File: config.mk
export PLATFORM = sky130hd
export DESIGN_NAME = multi_scoreboard
export DESIGN_NICKNAME = d
export VERILOG_FILES = /design/src/rtl/multi_scoreboard.sv
export SDC_FILE = /design/constraint.sdc
export NUM_CORES = 1
export LEC_CHECK = 0
export BUFFER_PORTS_ARGS = -buffer_cell sky130_fd_sc_hd__buf_2
export CAP_MARGIN = 5
export CELL_PAD_IN_SITES_DETAIL_PLACEMENT = 0
export CELL_PAD_IN_SITES_GLOBAL_PLACEMENT = 1
export CORE_MARGIN = 2
export CORE_UTILIZATION = 44
export CTS_BUF_LIST = sky130_fd_sc_hd__clkbuf_16
export DETAILED_ROUTE_END_ITERATION = 6
export MAX_ROUTING_LAYER = met4
export PLACE_DENSITY_LB_ADDON = 0.1
export SETUP_SLACK_MARGIN = 0.1
export SYNTH_ARGS = -nofsm -noshare
export SYNTH_HDL_FRONTEND = slang
export SYNTH_SLANG_ARGS = --single-unit
File: constraint.sdc
create_clock -name clock -period 3.17 [get_ports clock]
set_input_delay 0 -clock clock [delete_from_list [all_inputs] [get_ports clock]]
set_output_delay 0 -clock clock [all_outputs]
set_load 0.02 [all_outputs]
File: src/rtl/multi_scoreboard.sv
// N-channel binary-to-BCD score driver: one shared double-dabble engine sweeps the
// channels in turn and registers BCD and 7-segment patterns. Optional LEADING_ZERO_BLANK_EN.
//
// state  | meaning
// IDLE   | waiting for an update request
// LOAD   | seed shift register with the current channel's snapshot
// SHIFT  | one double-dabble step per cycle, INPUT_LENGTH steps
// WRITE  | commit digits, segments and overflow for the current channel
// FINISH | done pulse; restart at once if a request arrived during the sweep
module multi_scoreboard #(
    parameter int INPUT_LENGTH = 8,
    parameter int N_DIGITS     = 2,
    parameter int N_CHANNELS   = 2
) (
    input  logic                               clock,
    input  logic                               reset_n,
    input  logic [N_CHANNELS*INPUT_LENGTH-1:0] binary,
    input  logic                               update,
    output logic                               busy,
    output logic                               done,
    output logic [N_CHANNELS*N_DIGITS*4-1:0]   bcd,
    output logic [N_CHANNELS*N_DIGITS*7-1:0]   segments,
    output logic [N_CHANNELS-1:0]              overflow
);

    localparam int BW   = N_DIGITS * 4;
    localparam int SW   = BW + INPUT_LENGTH;
    localparam int CHW  = (N_CHANNELS > 1) ? $clog2(N_CHANNELS) : 1;
    localparam int CNTW = $clog2(INPUT_LENGTH + 1);
    localparam int CMPW = (INPUT_LENGTH > 32) ? INPUT_LENGTH : 32;

    function automatic int unsigned pow10_minus1(input int n);
        int unsigned r;
        r = 1;
        for (int i = 0; i < n; i++) r = r * 10;
        return r - 1;
    endfunction

    localparam int unsigned MAX_VAL  = pow10_minus1(N_DIGITS);
    localparam logic [CHW-1:0] LAST_CH = CHW'(N_CHANNELS - 1);

    function automatic logic [6:0] seg7(input logic [3:0] v);
        case (v)
            4'd0:    return 7'h3F;
            4'd1:    return 7'h06;
            4'd2:    return 7'h5B;
            4'd3:    return 7'h4F;
            4'd4:    return 7'h66;
            4'd5:    return 7'h6D;
            4'd6:    return 7'h7D;
            4'd7:    return 7'h07;
            4'd8:    return 7'h7F;
            4'd9:    return 7'h6F;
            default: return 7'h00;
        endcase
    endfunction

    typedef enum logic [2:0] {IDLE, LOAD, SHIFT, WRITE, FINISH} state_t;

    state_t                           state, next_state;
    logic [N_CHANNELS*INPUT_LENGTH-1:0] snapshot;
    logic [CHW-1:0]                   ch;
    logic [SW-1:0]                    shreg, adj;
    logic [CNTW-1:0]                  cnt;
    logic                             pending;
    logic [INPUT_LENGTH-1:0]          cur_val;
    logic                             sat;
    logic [BW-1:0]                    wr_bcd;
    logic [N_DIGITS*7-1:0]            wr_seg;

    assign cur_val = snapshot[ch*INPUT_LENGTH +: INPUT_LENGTH];
    assign sat     = CMPW'(cur_val) > CMPW'(MAX_VAL);
    assign wr_bcd  = sat ? {N_DIGITS{4'h9}} : shreg[INPUT_LENGTH +: BW];

    always_comb begin
        next_state = state;
        case (state)
            IDLE:    if (update) next_state = LOAD;
            LOAD:    next_state = SHIFT;
            SHIFT:   if (cnt == CNTW'(1)) next_state = WRITE;
            WRITE:   next_state = (ch == LAST_CH) ? FINISH : LOAD;
            FINISH:  next_state = (pending || update) ? LOAD : IDLE;
            default: next_state = IDLE;
        endcase
    end

    // Add-3 correction on the BCD nibbles only; the binary tail passes through.
    always_comb begin
        adj = shreg;
        for (int d = 0; d < N_DIGITS; d++) begin
            if (shreg[INPUT_LENGTH + d*4 +: 4] >= 4'd5)
                adj[INPUT_LENGTH + d*4 +: 4] = shreg[INPUT_LENGTH + d*4 +: 4] + 4'd3;
        end
    end

`ifdef LEADING_ZERO_BLANK_EN
    logic lead;
    always_comb begin
        wr_seg = '0;
        lead   = 1'b1;
        for (int d = N_DIGITS - 1; d >= 0; d--) begin
            wr_seg[d*7 +: 7] = seg7(wr_bcd[d*4 +: 4]);
            if (!sat && lead && d != 0 && wr_bcd[d*4 +: 4] == 4'd0)
                wr_seg[d*7 +: 7] = 7'h00;
            else
                lead = 1'b0;
        end
    end
`else
    always_comb begin
        wr_seg = '0;
        for (int d = 0; d < N_DIGITS; d++)
            wr_seg[d*7 +: 7] = seg7(wr_bcd[d*4 +: 4]);
    end
`endif

    always_ff @(posedge clock or negedge reset_n) begin
        if (!reset_n) begin
            state    <= IDLE;
            snapshot <= '0;
            ch       <= '0;
            shreg    <= '0;
            cnt      <= '0;
            pending  <= 1'b0;
            busy     <= 1'b0;
            done     <= 1'b0;
            bcd      <= '0;
            segments <= '0;
            overflow <= '0;
        end else begin
            state <= next_state;
            busy  <= (next_state == LOAD) || (next_state == SHIFT) || (next_state == WRITE);
            done  <= (next_state == FINISH);
            case (state)
                IDLE: begin
                    if (update) begin
                        snapshot <= binary;
                        ch       <= '0;
                    end
                end
                LOAD: begin
                    shreg <= {{BW{1'b0}}, cur_val};
                    cnt   <= CNTW'(INPUT_LENGTH);
                    if (update) pending <= 1'b1;
                end
                SHIFT: begin
                    shreg <= adj << 1;
                    cnt   <= cnt - 1'b1;
                    if (update) pending <= 1'b1;
                end
                WRITE: begin
                    bcd[ch*BW +: BW]                      <= wr_bcd;
                    segments[ch*N_DIGITS*7 +: N_DIGITS*7] <= wr_seg;
                    overflow[ch]                          <= sat;
                    if (ch != LAST_CH) ch <= ch + 1'b1;
                    if (update) pending <= 1'b1;
                end
                FINISH: begin
                    pending <= 1'b0;
                    if (pending || update) begin
                        snapshot <= binary;
                        ch       <= '0;
                    end
                end
                default: ;
            endcase
        end
    end

endmodule

## Yosys cells after proc, flatten, opt, wreduce, memory -nomap -nowiden

Memory sizes are Yosys's and may differ from the RTL's.
Cells that the tools add are included.

- Flip-flop bits (word level): 89
- Bits in read-only memories: 224
- Input bits: 19
- Output and inout bits: 48
- Logic and storage cells: 79
- Memories kept: 2

- $add $sub $neg: 6
- Multiply operators: 1
- Magnitude comparators: 5
- Equal/unequal tests: 12
- Shift operators: 5
- Multiplexer cells: 24
- Reduce and logical (&&, ||, !) cells: 13

Memory list:

| memory | words | bits a word | rd ports | clocked after Yosys merged registers in | wr ports | line | RTL |
|---|---|---|---|---|---|---|---|
| (name not given) | 16 | 7 | 1 | 0 | 0 | 43 | `case (v)` |
| (name not given) | 16 | 7 | 1 | 0 | 0 | 43 |  |

Operator list:

| operator | number |
|---|---|
| $pmux 16 s2 | 2 |
| $neg 4->34 | 1 |
| $neg 5->34 | 1 |
| $shift 14x34->28 const A | 1 |
| $shift 8x34->16 const A | 1 |
| $shiftx 14x34->28 | 1 |
| $shiftx 8x34->16 | 1 |
| $mux 16 | 2 |
| $bwmux 28 | 1 |
| $bwmux 16 | 1 |
| $shiftx 16x5->8 | 1 |
| $pmux 3 s5 | 1 |
| $eq 3x2->1 const B | 4 |
| $mux 3 | 4 |
| $ge 4x3->1 const B | 2 |
| $gt 8x7->1 const B | 1 |
| $mux 8 | 1 |
| $pmux 4 s2 | 1 |
| $eq 3x1->1 const B | 2 |
| $eq 3x3->1 const B | 2 |
| $mux 1 | 6 |
| $reduce_and 3->1 | 2 |
| $reduce_bool 2->1 | 3 |
| $add 4x2->4 const B | 1 |
| other kinds (20) | 23 |

## Logic depth before layout (Yosys ltp)

- Word-level depth: 6
- Depth in mapped cells: 10

## Worst setup path before layout

Ideal clock, no wire load.

- Path kind: reg2reg
- From: reg ch
- To: reg segments[10]
- Library setup time: 0.132 ns
- Arrival: 2.153 ns
- Required time: 3.038 ns
- Setup slack: 0.885 ns
- Cell stages (with the launch flop): 10
- Path buffers: 2
- Clock period less this slack: 2.285 ns
- Cell sequence: dfrtp_1 buf_2 mux2_4 nor2_4 buf_2 nand2_1 ha_1 nor2b_1 o21ai_0 a31oi_1

- Longest elaborated chain between the ends: 6
- Elaborated cells between the ends (all ways): 10

RTL lines:

| item | line | RTL |
|---|---|---|
| from (decl) | 62 | `logic [CHW-1:0] ch;` |
| from (signal assigned) | 155 | `if (ch != LAST_CH) ch <= ch + 1'b1;` |
| $shiftx 16x5->8 | 71 | `assign cur_val = snapshot[ch*INPUT_LENGTH +: INPUT_LENGTH];` |
| $gt 8x7->1 | 72 | `assign sat = CMPW'(cur_val) > CMPW'(MAX_VAL);` |
| $mux 8 | 73 | `assign wr_bcd = sat ? {N_DIGITS{4'h9}} : shreg[INPUT_LENGTH +: BW];` |
| $mem_v2 16x7 | -- |  |
| $shiftx 14x34->28 | 153 | `segments[ch*N_DIGITS*7 +: N_DIGITS*7] <= wr_seg;` |
| $bwmux 28 (*) | 153 |  |
| to (signal, indexed assignment) | 153 |  |
| to (decl) | 22 | `output logic [N_CHANNELS*N_DIGITS*7-1:0] segments,` |

Mark *: on every way between the ends. The rest lies on a longest branch, timed or not.
A chain may end at the register's enable or synchronous reset.

## Final worst setup path

- From: reg ch
- To: reg segments[24]

The elaborated chain is that of the path after synthesis.

==> flow_metrics.py <==
metrics = {
    "yosys": {
        "ys_dominant_reg_cell": "dfrtp_1",
        "post-synth-top-area-fraction_pct": 55.7,
        "synth_fa_ha_area_share_pct": 2.50,
        "syn-instance-count": 368,
        "synth-seq-cells": 89,
        "synth_cell_types": 58,
        "synth_top_family_by_area": "compound AO/OA/AOI/OAI gates",
        "post_synth_xor_area_fraction_pct": 1.10,
        "synth-async-reset-ratio_pct": 100,
        "synth-compound-area-share_pct": 16.1,
        "synth-seq-area-share_pct": 55.7,
        "post-synth-top-area-cell": "dfrtp_1",
        "synth.cell_area_mm2": 0.00400,
        "ys_top_cells_by_area": "dfrtp_1, mux2_2, nor2_1",
        "synth.yosys.warnings": 0,
        "synth_area_per_cell_um2": 10.9,
        "syn_nets": 395,
        "simple_gate_share_of_the_synthesized_area_pct": 13.5,
        "count_of_flip_flops_with_a_built_in_enable_after_synthesis": 0,
        "synth_mux_area_share_pct": 7.39,
    },
    "sta": {
        "fin_skew_ns": 0.00643,
        "tightest_slew_ns": 1.14,
        "slew_headroom_pct": 23.9,
        "setup_slack_ns": 0.657,
        "final.period_utilization_pct": 79.3,
        "finalCriticalPeriod_ns": 2.51,
        "finalHoldViolCount": 0,
        "grt_setup_unrepaired": "no",
        "setup_viol_count_final": 0,
        "final-max-slew-violation-count": 0,
        "highest_clock_frequency_the_design_can_meet_mhz": 398,
        "setup-tns-final_ns": 0,
    },
    "global_routing": {
        "largest_net_degree_at_the_start_of_global_routing": 90,
        "initial_antenna_violation_count": 0,
        "all_layer_gr_usage_pct": 20.5,
        "globalRoute.totalOverflow": 0,
        "grt_pass1_wl_um": 15300,
        "grt_pass1_vias": 2953,
    },
    "layout": {
        "fraction_of_layout_instances_using_a_drive_strength_above_1_pct": 24.3,
        "regArea_mm2": 0.00223,
        "area_of_the_multi_input_gates_mm2": 0.00162,
        "final_area_mm2": 0.00488,
        "areaGrowthSynthToFinish_pct": 22.1,
        "nNetsFinal": 474,
        "antennaDiodeCount": 0,
        "most-common-layout-cells": "dfrtp_1, buf_2, nor2_1, nand2_1, o21ai_0",
        "layout.cells.most_common": "dfrtp_1",
        "filler_cell_count": 821,
    },
    "cts": {
        "clk_root_buffer_cell": "clkbuf_16",
        "ctsLongestPathBuffers": 2,
        "cts-resized-gates": 0,
        "worst_skew_pair.late_latency_ns": 0.34,
        "tritoncts": "built",
        "cts_max_level": 3,
        "clk_transition_reported_paths_ns": 0.06,
        "cts_inserted_buffers": 9,
        "numClockSinks": 89,
    },
    "power": {
        "net-switching-power_uw": 2190,
        "comb_power_share_pct": 42.4,
        "seq_power_share_pct": 37.2,
        "total_leakage_power_uw": 0.00216,
        "irDropWorstVdd_uv": 423,
        "switching_share_pct": 40.5,
        "power_uw": 5410,
        "share_clk_of_total_power_pct": 20.4,
        "power_report.internal_total_uw": 3220,
        "power_per_cell_area_mw_per_mm2": 1110,
    },
    "placement": {
        "placement.cell_area_mm2": 0.00439,
        "dpl.hpwl_um": 6230,
        "worst_slack_placed_ns": 0.676,
        "place.port_buffers": 66,
        "gp_congestion": 0.808,
    },
    "floorplanning": {
        "initial_utilization_pct": 45.6,
        "core-area_mm2": 0.00876,
        "die_area_mm2": 0.00986,
        "std_cell_rows": 34,
        "dieWidth_um": 99.3,
        "floorplan.io_pins": 67,
        "dieHeight_um": 99.3,
    },
    "route": {
        "wirelength_um": 9300,
        "drt-initial-drc-count": 129,
        "routed_via_density": 5.51,
        "detail_route.first_pass.iterations": 4,
        "drc": 0,
        "antenna_left": 0,
        "drt-wirelength-per-cell_um": 16.6,
        "routed-via-count": 3085,
    },
    "flow_run": {
        "maxCapViolCount": 0,
    },
    "critical_path": {
        "r2r-start": "ch",
        "cp.required_ns": 3.36,
        "crit_path_end_kind": "register",
        "cp_data_arrival_time_ns": 2.70,
        "timing.critical_path.from": "ch",
        "worst-path-max-fanout": 18,
        "category_of_the_most_critical_setup_path": "register to register",
        "startpoint_type": "register",
    },
    "outcome": {
        "outcome": "finished clean",
    },
    "worst_hold_path": {
        "hold_path.class": "input pin to async pin",
    },
}
## registers in the layout, summed over array words and instances (netlist names)
name and flops:
state 3, ch 1, overflow 2, bcd 16, cnt 4, segments 28
done 1, shreg 16, snapshot 16, pending 1, busy 1
## layer usage
metal | up-vias | GRT usage (%) | share of wire, % | routed length [um]
li1 | 1466 | - | - | -
met1 | 1543 | 26.3 | 46 | 4240
met2 | 65 | 32.4 | 49 | 4580
met3 | 11 | 4.01 | 3.5 | 322
met4 | 0 | 8.22 | 1.8 | 164
met5 | - | - | 0 | 0
## area by class of cell
cell class	instances	share of cell area (%)
well taps	108	2.77
clock inverters	7	1.64
inverters	14	1.08
repair buffers	87	11.0
multi-input cells	246	33.3
clock buffers	9	4.62
flip-flops and latches	89	45.7
## Yosys cell counts (4+ instances only)
cell type,number
mux2_2,16
a21oi_1,17
nand2b_1,4
dfrtp_1,89
nand2_1,40
inv_1,11
mux2i_1,10
o211ai_1,6
nor2_1,41
o21ai_0,19
a22o_1,7
nand3_1,4
clkbuf_1,7
o22a_1,9
ha_1,8
buf_2,9
nor3_1,4
xnor2_1,4
a31oi_1,16
## what timing repair did
| action | 4_1_cts | 5_1_grt |
|---|---|---|
| setup buffers | 0 | 0 |
| hold endpoints to repair | 106 | 0 |
| hold buffers | 18 | 0 |
## logic make-up after synthesis
family,count (synthesis)
adders and majority gates,8
muxes,27
AOI/OAI and AO/OA,95
DFF,89
and+or+nand+nor,111
buffers and inverters,33
xor gates and xnor gates,5
## final timing paths
path / slack (ns) / cells past startpoint / to
setup / recovery: 0.66 / 8 / segments[24]
hold / removal: 0.42 / 2 / bcd[15]
setup reg to reg: 0.66 / 8 / segments[24]
hold reg to reg: 0.47 / 2 / shreg[4]
max in group asynchronous: 2.01 / 2 / shreg[4]
min in group clock: 0.42 / 3 / snapshot[2]
## power by group through the flow
| stage | logic [uW] | registers (uW) | clock network, uW |
|---|---|---|---|
| final | 2290 | 2020 | 1100 |
| after global routing | 2530 | 2090 | 1170 |
| after CTS | 2320 | 2020 | 1130 |
| after detailed placement | 2290 | 2040 | 0 |
| after global placement | 2270 | 2030 | 0 |
| after floorplan | 1450 | 2210 | 0 |
## worst max-delay path, cell delays in order, from the launching register on
cell     delay [ns]
dfrtp_1        0.50
buf_4          0.25
mux2_4         0.37
nor2_4         0.37
nand2_1        0.11
ha_1           0.31
nor2b_1        0.13
o21ai_0        0.21
a31oi_1        0.12
## per-stage QoR
stage | util [%] | hold slack, ns | std cells
6_report | 55.7 | 0.419 | 560
5_1_grt | 55.7 | 0.425 | 560
3_3_place_gp | 50.1 | 0.232 | 526
3_5_place_dp | 50.1 | 0.238 | 526
2_1_floorplan | - | -0.296 | 368
4_1_cts | 55.7 | 0.415 | 560
No activity file was read; power rests on OpenSTA's default activity.
